## src/rtl/prga_decrypt.sv

```systemverilog
// RC4 keystream generation and XOR decryption over the encrypted-message ROM.
// Optional plaintext check with early abort: define PRGA_PLAINTEXT_CHECK_EN.
module prga_decrypt #(
   parameter int MSG_LEN = 32
) (
   input  logic       clk,
   input  logic       reset,
   input  logic       start,
   output logic       done,
   output logic [7:0] s_addr,
   output logic [7:0] s_wdata,
   output logic       s_wren,
   input  logic [7:0] s_rdata,
   output logic [7:0] rom_addr,
   input  logic [7:0] rom_rdata,
   output logic [7:0] d_addr,
   output logic [7:0] d_wdata,
   output logic       d_wren,
   output logic       msg_valid
);

   localparam logic [3:0] IDLE    = 4'd0;
   localparam logic [3:0] ADDR_I  = 4'd1;
   localparam logic [3:0] READ_I  = 4'd2;
   localparam logic [3:0] ADDR_J  = 4'd3;
   localparam logic [3:0] READ_J  = 4'd4;
   localparam logic [3:0] WRITE_I = 4'd5;
   localparam logic [3:0] WRITE_J = 4'd6;
   localparam logic [3:0] ADDR_F  = 4'd7;
   localparam logic [3:0] OUT     = 4'd8;
   localparam logic [3:0] DONE    = 4'd9;

   localparam logic [7:0] LAST_K = 8'(MSG_LEN - 1);

   logic [3:0] state_reg;
   logic [7:0] i_reg;
   logic [7:0] j_reg;
   logic [7:0] k_reg;
   logic [7:0] si_reg;
   logic [7:0] sj_reg;
   logic       valid_reg;

   logic [7:0] plain_byte;
   logic       byte_ok;

   // In OUT, s_rdata holds S[si+sj] and rom_rdata holds ROM[k].
   assign plain_byte = s_rdata ^ rom_rdata;

`ifdef PRGA_PLAINTEXT_CHECK_EN
   assign byte_ok = (plain_byte == 8'h20) ||
                    ((plain_byte >= 8'h61) && (plain_byte <= 8'h7a));
`else
   assign byte_ok = 1'b1;
`endif

   always_ff @(posedge clk) begin
      if (reset) begin
         state_reg <= IDLE;
         i_reg     <= 8'd0;
         j_reg     <= 8'd0;
         k_reg     <= 8'd0;
         si_reg    <= 8'd0;
         sj_reg    <= 8'd0;
         valid_reg <= 1'b0;
      end else begin
         case (state_reg)
            IDLE, DONE: begin
               if (start) begin
                  state_reg <= ADDR_I;
                  i_reg     <= 8'd1;
                  j_reg     <= 8'd0;
                  k_reg     <= 8'd0;
                  valid_reg <= 1'b1;
               end
            end
            ADDR_I: state_reg <= READ_I;
            READ_I: begin
               si_reg    <= s_rdata;
               j_reg     <= j_reg + s_rdata;
               state_reg <= ADDR_J;
            end
            ADDR_J: state_reg <= READ_J;
            READ_J: begin
               sj_reg    <= s_rdata;
               state_reg <= WRITE_I;
            end
            WRITE_I: state_reg <= WRITE_J;
            WRITE_J: state_reg <= ADDR_F;
            ADDR_F:  state_reg <= OUT;
            OUT: begin
               i_reg <= i_reg + 8'd1;
               k_reg <= k_reg + 8'd1;
               if (!byte_ok) begin
                  // Failing byte is still written; stop the run here.
                  valid_reg <= 1'b0;
                  state_reg <= DONE;
               end else if (k_reg == LAST_K) begin
                  state_reg <= DONE;
               end else begin
                  state_reg <= ADDR_I;
               end
            end
            default: state_reg <= IDLE;
         endcase
      end
   end

   always_comb begin
      s_addr   = 8'd0;
      s_wdata  = 8'd0;
      s_wren   = 1'b0;
      rom_addr = 8'd0;
      d_addr   = 8'd0;
      d_wdata  = 8'd0;
      d_wren   = 1'b0;
      case (state_reg)
         ADDR_I: s_addr = i_reg;
         ADDR_J: s_addr = j_reg;
         WRITE_I: begin
            s_addr  = i_reg;
            s_wdata = sj_reg;
            s_wren  = 1'b1;
         end
         // When i == j this second write lands on the same cell with si == sj.
         WRITE_J: begin
            s_addr  = j_reg;
            s_wdata = si_reg;
            s_wren  = 1'b1;
         end
         ADDR_F: begin
            s_addr   = si_reg + sj_reg;
            rom_addr = k_reg;
         end
         OUT: begin
            d_addr  = k_reg;
            d_wdata = plain_byte;
            d_wren  = 1'b1;
         end
         default: ;
      endcase
   end

   assign done      = (state_reg == DONE);
   assign msg_valid = valid_reg;

endmodule

```

## config.mk

```make
export PLATFORM = sky130hd
export DESIGN_NAME = prga_decrypt
export DESIGN_NICKNAME = d
export VERILOG_FILES = /design/src/rtl/prga_decrypt.sv
export SDC_FILE = /design/constraint.sdc
export NUM_CORES = 1
export LEC_CHECK = 0
export CAP_MARGIN = 20
export CORE_MARGIN = 1
export CORE_UTILIZATION = 40
export CTS_BUF_LIST = sky130_fd_sc_hd__clkbuf_4 sky130_fd_sc_hd__clkbuf_8 sky130_fd_sc_hd__clkbuf_16
export DETAILED_ROUTE_END_ITERATION = 8
export DONT_BUFFER_PORTS = 1
export GPL_TIMING_DRIVEN = 0
export PLACE_DENSITY_LB_ADDON = 0.15
export RECOVER_POWER = 25
export REMOVE_ABC_BUFFERS = 1
export SYNTH_ARGS = -nofsm -noshare
export SYNTH_HDL_FRONTEND = slang
export SYNTH_SLANG_ARGS = --single-unit
```

## constraint.sdc

```tcl
create_clock -name clk -period 4.4 [get_ports clk]
set_input_delay 1.32 -clock clk [delete_from_list [all_inputs] [get_ports clk]]
set_output_delay 1.32 -clock clk [all_outputs]
set_load 0.1 [all_outputs]
```

# Word-level counts from Yosys, hierarchy flattened
# Index checks and enable logic that the tools add are counted.
op_classes:
  n_addsub: 4
  eq_ne: 11
  bitwise_logic: 1
  reduce_logical: 10
  n_mux: 15
op_table:
  columns: ["op", "count"]
  rows:
  - ["8-bit case mux with 2 select lines", 4]
  - ["8-bit 2-to-1 mux", 5]
  - ["4-bit case mux with 9 select lines", 1]
  - ["8-bit case mux with 3 select lines", 1]
  - ["8-bit by 1-bit adder with 8-bit output (second input constant)", 2]
  - ["8-bit adder", 2]
  - ["4-bit by 3-bit equality test with 1-bit output (second input constant)", 4]
  - ["4-bit by 2-bit equality test with 1-bit output (second input constant)", 2]
  - ["4-bit equality test (second input constant)", 2]
  - ["8-bit by 5-bit equality test with 1-bit output (second input constant)", 1]
  - ["4-bit 2-to-1 mux", 2]
  - ["2-bit OR reduction", 4]
  - ["8-bit XOR", 1]
  - ["2-bit AND reduction", 3]
  - ["4-bit by 1-bit equality test with 1-bit output (second input constant)", 1]
  - ["4-bit zero test", 1]
  - ["2-bit nonzero test", 2]
  - ["1-bit 2-to-1 mux", 2]
  - ["2-bit != test (second input constant)", 1]
word_totals:
  word_cells: 48
  ff_bits: 45
  input_bits: 19

# Depth between registers and ports, before layout
# Gate-level depths: netlist (run 1).
depth:
  ltp_word: 4
  ltp_mapped: 8
  ltp_nobuf: 8

# Least setup slack after synthesis (run 1)
# OpenSTA, ideal clock, no wires.
synth_timing:
  kind: "flip-flop to output port"
  from: "register si_reg[0]"
  to: "output port s_addr[4]"
  required_time_ns: 3.080
  n_path_buf: 0
  path_slack_ns: -0.422
  t_arrival_ns: 3.502
  stages_incl_launch_ff: 9
  path_cell_list: "dfxtp_1 > ha_1 > inv_1 > fa_1 > nor2b_1 > o21ai_0 > nand2_1 > nor2_1 > o31ai_1"
synth_via:
  elab_chain_len: 2
synth_rtl:
  columns: ["element", "line", "text"]
  rows:
  - ["from (decl)", "39", "logic [7:0] si_reg;"]
  - ["from (signal assigned)", "78", "si_reg <= s_rdata;"]
  - ["8-bit adder", "131", "s_addr = si_reg + sj_reg;"]
  - ["8-bit case mux with 3 select lines", "116", "case (state_reg)"]
  - ["to (decl)", "10", "output logic [7:0] s_addr,"]
# Every way passes these cells.

# Final worst setup path (run 1)
layout_timing:
  from: "register state_reg[3]"
  to: "output port d_addr[4]"
layout_via:
  elab_chain_len: 2
layout_rtl:
  columns: ["element", "line", "text"]
  rows:
  - ["from (decl)", "35", "logic [3:0] state_reg;"]
  - ["from (signal assigned)", "58", "state_reg <= IDLE;"]
  - ["from (signal assigned)", "69", "state_reg <= ADDR_I;"]
  - ["from (signal assigned)", "76", "ADDR_I: state_reg <= READ_I;"]
  - ["4-bit equality test", "116", null]
  - ["8-bit 2-to-1 mux", "116", null]
  - ["to (decl)", "16", "output logic [7:0] d_addr,"]
# Every way passes these cells.

==> results by group, run 1 <==
Die
  • FP Rows: 30
  • Boundary pin count: between 60 and 70
  • Die Span Y: just under 90 um
  • Initial Util: 0.424
  • Die ar.: ~7700 um^2
  • Die width: ~88 um
  • Core Box Area: 6940 um^2

Run
  • Max Cap Viol: 0

CTS
  • TritonCTS clock tree: done
  • CTS buffer count: 5
  • Setup bufs post-CTS: 0
  • Clock tree buffer depth: 2
  • Worst-Skew Late Latency: 0.30 ns
  • # hold bufs at CTS: 0
  • Clock transition at path regs: 0.09 ns
  • Sink Count: 45
  • H-Tree Depth: 2
  • Root Buffer: clkbuf_8

Power
  • Cell area power density: ~280 nW/um^2
  • VDD IR max: 0.111 mV
  • P_leak: between 1 and 1.5 nW

Timing
  • Clock Skews: 0.0128 ns
  • Fin. Hold Viols: 0
  • Setup repair after global routing missed its margin: no
  • Final setup violating endpoints: 0
  • Count of pins over their slew limit: 0
  • Max_slew headroom: 0.218
  • Fraction of the cycle the final worst path needs: 0.964
  • Worst slew pin tran: 1.17 ns
  • Tmin final: around 4.2 ns
  • WHS: about 0.47 ns
  • Highest Clock Rate: 236 MHz

Logic synthesis
  • Sequential area share after synthesis: 0.306
  • Post-synth top area share: 0.306
  • YS warnings: 0
  • EDFF count, synth: 0
  • Synthesized cell area: ~2900 um^2
  • Synth unique cells: 46
  • Number of synthesized register bits: 45
  • Synth area leader: dfxtp_1
  • Gate Count Post-Synth: 383
  • Synth top area cells: dfxtp_1 (31%), ha_1 (6.8%), a21oi_1 (6.3%), nand2_1 (5.6%), nor2_1 (5.4%)
  • Synthesized area per cell: between 7 and 8 um^2
  • Top post-synthesis cells by count: dfxtp_1 (45), nand2_1 (44), nor2_1 (42)
  • Top-count cell post-synth: dfxtp_1
  • Synth async-reset ratio: 0
  • Main synth FF type: dfxtp_1

Place
  • Final GP Congestion: approximately 0.91
  • Post-DP HPWL: between 5000 and 6000 um
  • IO Port Bufs: 0
  • Cell total after placement: 460

Routing
  • Routed WL: 7890 um
  • Avg WL per Cell: around 17 um
  • Vias per cell: between 5 and 6
  • Final ANT Viol Nets: 0
  • DR vias: between 2000 and 3000
  • First-pass DRT Iterations: 4
  • First DRT Iteration DRCs: slightly below 200
  • Number of remaining DRC errors: 0

Global route
  • Antenna violations before repair: 0
  • First-pass GRT wire length: 12800 um
  • GRT Total Usage: 0.217
  • GRT overflow: 0
  • Vias in the first global route: 2471
  • Largest net degree at the start of global routing: 51

Final layout
  • Final nets: roughly 410
  • Post-route insts no fill: 468
  • N_diodes: 0
  • Multi-input gate area: 1980 um^2
  • Area Growth Syn to Fin: 9.05%
  • Sequential cell area: 901 um^2
  • Share of cells above drive strength 1: 0.108
  • Final Util: 0.463
  • Fillers: approximately 700

Setup path
  • Setup crit start kind: flop
  • Critical path class: reg -> out
  • WP data required: ~3 ns
  • Crit path max fanout: 17
  • Crit. End Element: primary output
  • Crit path DAT: a little under 3 ns

Outcome
  • Status: complete, no violations

Hold path
  • Hold/Removal Path Class: reg -> reg
## placed cells by master (no fill, tap or decap), types with 8 or more instances in the layout
master,n
a211oi_1,8
nand2_1,44
ha_1,16
o21ai_0,14
nor2_2,16
inv_1,9
nor2_1,26
nor3_1,8
dfxtp_1,45
a21oi_1,36
xnor2_1,14
nand3_1,18
a22oi_1,15
and2_1,17
## metal layers
| layer | vias to the layer above | track usage | share of wire |
|---|---|---|---|
| met5 | - | 0 | 0 |
| met4 | 0 | 0.0730 | 0.018 |
| li1 | 1332 | - | - |
| met2 | 61 | 0.320 | 0.43 |
| met1 | 1256 | 0.319 | 0.50 |
| met3 | 8 | 0.0368 | 0.049 |
## kinds of logic (layout without fill, tap and decap cells)
family | Yosys count | after routing | share of synthesized area
simple gates | 166 | 166 | 0.282
compound gates | 99 | 99 | 0.209
flops | 45 | 45 | 0.306
buf+inv | 32 | 21 | 0.0489
fa+ha+maj | 18 | 18 | 0.0816
xor+xnor | 17 | 17 | 0.0506
mux | 6 | 6 | 0.0221
## cell type report
cell class              instances  share of cell area
clock buffers                   7              0.0280
repair buffers                  4              0.0179
clock inverters                 1             0.00935
flip-flops and latches         45               0.280
inverters                       9              0.0105
multi-input cells             306               0.616
well taps                      96              0.0374
## worst max-delay path: stages (launching register included)
cell and delay, ns:
dfxtp_1 0.55, or4b_4 0.69, inv_1 0.37, buf_6 0.21
and2_1 0.80
## what timing repair did
action / in CTS / in global routing
endpoints found under the hold margin: 0 / 0
endpoints found under the setup margin: 0 / 1
resized for setup: 0 / 1
## final timing paths
kind | startpoint | endpoint | slack [ns] | depth (start not counted)
min | sj_reg[0] | sj_reg[0] | 0.47 | 2
max | state_reg[3] | d_addr[4] | 0.16 | 4
min reg2reg | sj_reg[0] | sj_reg[0] | 0.47 | 2
max reg2reg | state_reg[3] | k_reg[5] | 1.19 | 7
## power breakdown
| group | leakage [nW] | internal [mW] | switching, mW |
|---|---|---|---|
| logic | 0.714 | 0.0447 | 0.0793 |
| registers | 0.364 | 0.421 | 0.0256 |
| clock network | 0.0619 | 0.192 | 0.144 |
## per-stage QoR
stage	setup slack, ns	setup TNS (ns)	area [um^2]	power (mW)
2_1_floorplan	-0.422	-1.14	2840	0.542
3_3_place_gp	-0.651	-2.93	2960	0.571
3_5_place_dp	0.432	0	3090	0.579
4_1_cts	0.0904	0	3210	0.915
5_1_grt	0.0482	0	3210	0.946
6_report	0.156	0	3210	0.906
No activity file was read; power rests on OpenSTA's default activity.
==> run 2, diff against run 1 <==
Settings changed: CELL_PAD_IN_SITES_DETAIL_PLACEMENT set to 0, CELL_PAD_IN_SITES_GLOBAL_PLACEMENT set to 1.
==> run 2 against run 1 <==
Effect of this change:
- non-clock buffer count unchanged
- sequential share of layout area is 0.16 points higher
- worst hold slack better by 0.0058 ns
- maximum frequency increased by 0.86%
- sequential cell count is the same
- sequential power about the same
- global-route usage rose by 0.24 points
- first-iteration DRC count is 2.0% lower
- combinational power about the same
- critical path type unchanged
- cell area down 0.58%
==> results by group, run 2 (same netlist as run 1, synthesis figures left out) <==
Outcome
  • Status: complete, no violations (unchanged)

Routing
  • Final ANT Viol Nets: 0 (unchanged)
  • Avg WL per Cell: 17.1 um (was 16.8 um)
  • First-pass DRT Iterations: 5 (was 4)
  • Vias per cell: 5.72 (was 5.68)
  • Routed WL: 8020 um (was 7890 um)
  • DR vias: 2675 (was 2657)
  • First DRT Iteration DRCs: 195 (was 199)
  • Number of remaining DRC errors: 0 (unchanged)

Setup path
  • Buf/Inv on CP: 2 (unchanged)
  • Slowest cell on the critical path: and2_1 (unchanged)
  • CP delay by family, top: simple AND/OR/NAND/NOR gates (unchanged)
  • Crit-path cells: or4b_4, inv_1, buf_6, and2_1 (unchanged)
  • Crit path max fanout: 18 (was 17)
  • Setup crit start kind: flop (unchanged)
  • Worst path max stage delay: 0.79 ns (was 0.80 ns)
  • Crit path DAT: 2.89 ns (was 2.92 ns)
  • Critical path class: reg -> out (unchanged)
  • Crit. End Element: primary output (unchanged)
  • WP data required: 3.08 ns (about the same)

Timing
  • WHS: 0.475 ns (was 0.469 ns)
  • Clock Skews: 0.00280 ns (was 0.0128 ns)
  • Tmin final: 4.21 ns (was 4.24 ns)
  • Final setup violating endpoints: 0 (unchanged)
  • Highest Clock Rate: 238 MHz (was 236 MHz)
  • Fraction of the cycle the final worst path needs: 0.956 (was 0.964)
  • Max_slew headroom: 0.215 (was 0.218)
  • Count of pins over their slew limit: 0 (unchanged)
  • Setup repair after global routing missed its margin: no (unchanged)
  • Fin. Hold Viols: 0 (unchanged)
  • Worst slew pin tran: 1.18 ns (was 1.17 ns)

Final layout
  • Fillers: 730 (was 696)
  • N_diodes: 0 (unchanged)
  • Most common cell after layout, fill and taps aside: dfxtp_1 (unchanged)
  • Share of cells above drive strength 1: 0.108 (unchanged)
  • Final nets: 408 (unchanged)
  • Final Util: 0.460 (was 0.463)
  • Post-route insts no fill: 468 (unchanged)
  • Commonest non-fill, non-tap cells in the layout: dfxtp_1 (45), nand2_1 (44), a21oi_1 (36) (unchanged)
  • Area Growth Syn to Fin: 8.41% (was 9.05%)
  • Final instance area: 3190 um^2 (was 3210 um^2)

Global route
  • First-pass GRT wire length: 13000 um (was 12800 um)
  • GRT Total Usage: 0.220 (was 0.217)
  • Vias in the first global route: 2462 (was 2471)
  • Largest net degree at the start of global routing: 51 (unchanged)
  • Antenna violations before repair: 0 (unchanged)
  • GRT overflow: 0 (unchanged)

Die
  • Die Span Y: 87.8 um (unchanged)
  • Die width: 87.8 um (unchanged)
  • Initial Util: 0.424 (unchanged)
  • Die ar.: 7710 um^2 (unchanged)
  • Boundary pin count: 63 (unchanged)
  • FP Rows: 30 (unchanged)
  • Core Box Area: 6940 um^2 (unchanged)

CTS
  • H-Tree Depth: 2 (unchanged)
  • Root Buffer: clkbuf_8 (unchanged)
  • CTS buffer count: 5 (unchanged)
  • Worst-Skew Late Latency: 0.30 ns (about the same)
  • Sink Count: 45 (unchanged)
  • TritonCTS clock tree: done (unchanged)
  • Clock transition at path regs: 0.09 ns (about the same)
  • Clock tree buffer depth: 2 (unchanged)
  • # hold bufs at CTS: 0 (unchanged)

Place
  • Final GP Congestion: 0.827 (was 0.911)
  • IO Port Bufs: 0 (unchanged)
  • Cell total after placement: 460 (unchanged)
  • Post-DP HPWL: 5650 um (about the same)
  • Post-DP Area: 3090 um^2 (unchanged)

Power
  • VDD IR max: 0.145 mV (was 0.111 mV)
  • Cell area power density: 269 nW/um^2 (was 282 nW/um^2)
  • Pwr Total: 0.858 mW (was 0.906 mW)
  • P_leak: 1.13 nW (was 1.14 nW)

Hold path
  • Hold/Removal Path Class: reg -> reg (unchanged)

Run
  • Max Cap Viol: 0 (unchanged)
run 2: cell types whose count changed in the layout (fill, tap and decap cells not counted), sizes merged:
cell,before,now
bufinv,1,0
clkinv,0,1
run 2: metal layers:
| layer | wire length, um | share of wire | up-vias | global-route usage |
|---|---|---|---|---|
| met1 | 3790 | 0.47 | 1237 | 0.327 |
| met5 | 0 | 0 | - | 0 |
| met4 | 99 | 0.012 | 0 | 0.0462 |
| li1 | - | - | 1336 | - |
| met2 | 3500 | 0.44 | 93 | 0.329 |
| met3 | 619 | 0.077 | 9 | 0.0386 |
run 2: final cells by class:
type,count,area (um^2),share of cell area
Tap cell,96,120,0.0376
Sequential cell,45,901,0.282
Clock inverter,1,5.00,0.00157
Timing Repair Buffer,4,57.6,0.0180
Inverter,9,33.8,0.0106
Multi-Input combinational cell,306,1980,0.620
Clock buffer,7,96.3,0.0302
run 2: metrics by stage:
| step | TNS (ns) | worst slack [ns] |
|---|---|---|
| finish | 0 | 0.193 |
| global route | 0 | 0.0557 |
| CTS | 0 | 0.0641 |
| detailed placement | 0 | 0.418 |
| global placement | -2.82 | -0.655 |
| floorplan | -1.14 | -0.422 |
run 2: power by group:
part           leakage [nW]  switching (mW)  total (mW)  internal, mW
combinational         0.714          0.0802       0.125        0.0446
sequential            0.364          0.0255       0.446         0.421
clock                0.0542           0.145       0.288         0.142
run 2: worst min-delay path, cell delays in order, from the launching register on:
cell and delay (ns):
dfxtp_1 0.33, nand2_1 0.06, a21oi_1 0.05
run 2: repair_timing:
| item | 4_1_cts | 5_1_grt |
|---|---|---|
| gates resized for setup | 0 | 1 |
| setup endpoints to repair | 0 | 1 |
| setup buffers | 0 | 0 |
run 2: final timing paths:
kind / from / to / slack, ns / cells past startpoint
min: sj_reg[5] / sj_reg[5] / 0.48 / 2
max: state_reg[0] / d_addr[4] / 0.19 / 4
max reg2reg: state_reg[0] / k_reg[5] / 1.21 / 7
min reg2reg: sj_reg[5] / sj_reg[5] / 0.48 / 2
==> run 3, diff against run 2 <==
Settings changed: CTS_BUF_LIST sky130_fd_sc_hd__clkbuf_4 sky130_fd_sc_hd__clkbuf_8 sky130_fd_sc_hd__clkbuf_16 to sky130_fd_sc_hd__clkbuf_4, GPL_TIMING_DRIVEN 0 to unset.
==> run 3 against run 2 <==
Effect of this change:
- total power down 8.7%
- worst hold slack better by 0.0047 ns
- combinational power about the same
- register-to-register slack better by 0.49 ns
- cell count up 9.0%
- sequential power about the same
- critical path type unchanged
==> results by group, run 3 (same netlist as run 1, synthesis figures left out) <==
Hold path
  • Hold/Removal Path Class: reg -> reg (unchanged)
  • Hold path cells: 2 (unchanged)
  • Hold endpoint: sj_reg[2] (was sj_reg[5])
  • Hold path startpoint: sj_reg[2] (was sj_reg[5])

Final layout
  • Most common cell after layout, fill and taps aside: dfxtp_1 (unchanged)
  • Area Growth Syn to Fin: 18.9% (was 8.41%)
  • Final instance area: 3500 um^2 (was 3190 um^2)
  • Final nets: 450 (was 408)
  • Share of cells above drive strength 1: 0.188 (was 0.108)
  • Final Util: 0.504 (was 0.460)
  • N_diodes: 0 (unchanged)
  • Commonest non-fill, non-tap cells in the layout: dfxtp_1 (45), nand2_1 (44), buf_4 (38) (was dfxtp_1 (45), nand2_1 (44), a21oi_1 (36))
  • Fillers: 685 (was 730)

Place
  • Post-DP HPWL: 5710 um (was 5650 um)
  • Post-DP Area: 3460 um^2 (was 3090 um^2)
  • IO Port Bufs: 0 (unchanged)
  • Worst slack, placed: 0.882 ns (was 0.418 ns)
  • Final GP Congestion: 0.891 (was 0.827)

Die
  • FP Rows: 30 (unchanged)
  • Die Span Y: 87.8 um (unchanged)
  • Core Box Area: 6940 um^2 (unchanged)
  • Die ar.: 7710 um^2 (unchanged)
  • Die width: 87.8 um (unchanged)
  • Boundary pin count: 63 (unchanged)
  • Initial Util: 0.424 (unchanged)

CTS
  • TritonCTS clock tree: done (unchanged)
  • CTS buffer count: 5 (unchanged)
  • Worst-Skew Late Latency: 0.36 ns (was 0.30 ns)
  • Clock transition at path regs: 0.14 ns (was 0.09 ns)
  • Setup bufs post-CTS: 0 (unchanged)
  • Sink Count: 45 (unchanged)
  • Number of cells upsized or downsized after cts: 0 (unchanged)
  • H-Tree Depth: 2 (unchanged)
  • # hold bufs at CTS: 0 (unchanged)
  • Clock tree buffer depth: 2 (unchanged)
  • Root Buffer: clkbuf_4 (was clkbuf_8)

Power
  • P_leak: 1.32 nW (was 1.13 nW)
  • VDD IR max: 0.0872 mV (was 0.145 mV)
  • Sw Ratio: 0.308 (was 0.292)
  • Flop pwr share: 0.569 (was 0.520)
  • Internal power: 0.543 mW (was 0.607 mW)
  • Combinational share of power: 0.158 (was 0.145)
  • Cell area power density: 224 nW/um^2 (was 269 nW/um^2)
  • Clock share of power: 0.273 (was 0.335)
  • Pwr Total: 0.784 mW (was 0.858 mW)
  • Switching pwr: 0.242 mW (was 0.251 mW)

Run
  • Max Cap Viol: 0 (unchanged)

Routing
  • DR vias: 2741 (was 2675)
  • First-pass DRT Iterations: 4 (was 5)
  • Avg WL per Cell: 15.7 um (was 17.1 um)
  • First DRT Iteration DRCs: 157 (was 195)
  • Final ANT Viol Nets: 0 (unchanged)
  • Routed WL: 8030 um (was 8020 um)
  • Number of remaining DRC errors: 0 (unchanged)
  • Vias per cell: 5.37 (was 5.72)

Timing
  • Fin. Hold Viols: 0 (unchanged)
  • Tmin final: 3.94 ns (was 4.21 ns)
  • Setup repair after global routing missed its margin: no (unchanged)
  • Clock Skews: 0.00753 ns (was 0.00280 ns)
  • Setup_tns: 0 ns (unchanged)
  • Fraction of the cycle the final worst path needs: 0.895 (was 0.956)
  • Final setup violating endpoints: 0 (unchanged)
  • Worst setup margin: 0.462 ns (was 0.193 ns)
  • Worst slew pin tran: 0.966 ns (was 1.18 ns)
  • Max_slew headroom: 0.355 (was 0.215)
  • Highest Clock Rate: 254 MHz (was 238 MHz)
  • Count of pins over their slew limit: 0 (unchanged)

Global route
  • GRT overflow: 0 (unchanged)
  • Antenna violations before repair: 0 (unchanged)
  • First-pass GRT wire length: 12900 um (was 13000 um)
  • Vias in the first global route: 2450 (was 2462)
  • GRT Total Usage: 0.219 (was 0.220)
  • Largest net degree at the start of global routing: 51 (unchanged)

Setup path
  • Worst reg2reg path endpoint: k_reg[5] (unchanged)
  • Crit. End Element: primary output (unchanged)
  • Cells on worst reg2reg path: 7 (unchanged)
  • Crit path DAT: 2.62 ns (was 2.89 ns)
  • Worst path max stage delay: 0.44 ns (was 0.79 ns)
  • Crit-path cells: ha_1, inv_1, fa_1, nor2b_1, o21ai_0, a21boi_0, o2111ai_1, nand3_1, buf_4 (was or4b_4, inv_1, buf_6, and2_1)
  • Reg2reg setup slack: 1.70 ns (was 1.21 ns)
  • Critical path class: reg -> out (unchanged)
  • Crit path max fanout: 3 (was 18)
  • Critical R2R Launch: state_reg[3] (was state_reg[0])
  • Setup crit start kind: flop (unchanged)
  • WP data required: 3.08 ns (about the same)
  • Slowest cell on the critical path: a21boi_0 (was and2_1)

Outcome
  • Status: complete, no violations (unchanged)
==> run 3: cell count changes in the layout (fill, tap and decap cells not counted), moves of 2 or more <==
cell	change
buf_12	+7
buf_4	+37
buf_6	-2
clkbuf_4	+7
clkbuf_8	-7
nor3_1	+2
==> run 3: critical path: cells and delay by family, from the launching register on <==
family,cells,cell delay (ns)
AOI/OAI and AO/OA,3,0.70
adders and majority gates,2,0.60
buffers and inverters,2,0.35
DFF,1,0.38
and+or+nand+nor,2,0.21
==> run 3: layout make-up <==
class	instances	area (um^2)	area share
clock buffer	7	52.6	0.0150
clock inverter	1	7.51	0.00214
inverter	9	33.8	0.00965
multi-input combinational	306	1960	0.559
sequential	45	901	0.257
tap	96	120	0.0343
timing repair buffer	46	429	0.123
==> run 3: worst max-delay path by stage <==
stage | slack (ns) | cells after the start | to | startpoint
2_1_floorplan | -0.42 | 8 | s_addr[4] | si_reg[0]
3_3_place_gp | 0.89 | 9 | s_addr[6] | si_reg[0]
3_5_place_dp | 0.88 | 9 | s_addr[6] | si_reg[0]
4_1_cts | 0.45 | 9 | s_addr[6] | si_reg[0]
5_1_grt | 0.19 | 9 | s_addr[6] | sj_reg[0]
6_report | 0.46 | 9 | s_addr[6] | si_reg[0]
==> run 3: stage by stage <==
stage / hold slack, ns / std cells
final: 0.480 / 510
after global routing: 0.503 / 510
after CTS: 0.482 / 510
after detailed placement: 0.465 / 502
after global placement: 0.459 / 501
after floorplan: 0.447 / 360
==> run 3: metal layers <==
metal	up-vias	routed length (um)	track usage
li1	1416	-	-
met1	1265	3990	0.332
met2	56	3580	0.323
met3	4	403	0.0358
met4	0	50	0.0492
met5	-	0	0
==> run 3: power groups by stage <==
stage	Combinational, mW	Clock, mW	Sequential, mW
after CTS	0.125	0.220	0.446
after floorplan	0.0917	0	0.450
after detailed placement	0.124	0	0.455
after global placement	0.124	0	0.454
final	0.124	0.214	0.446
after global routing	0.139	0.241	0.450
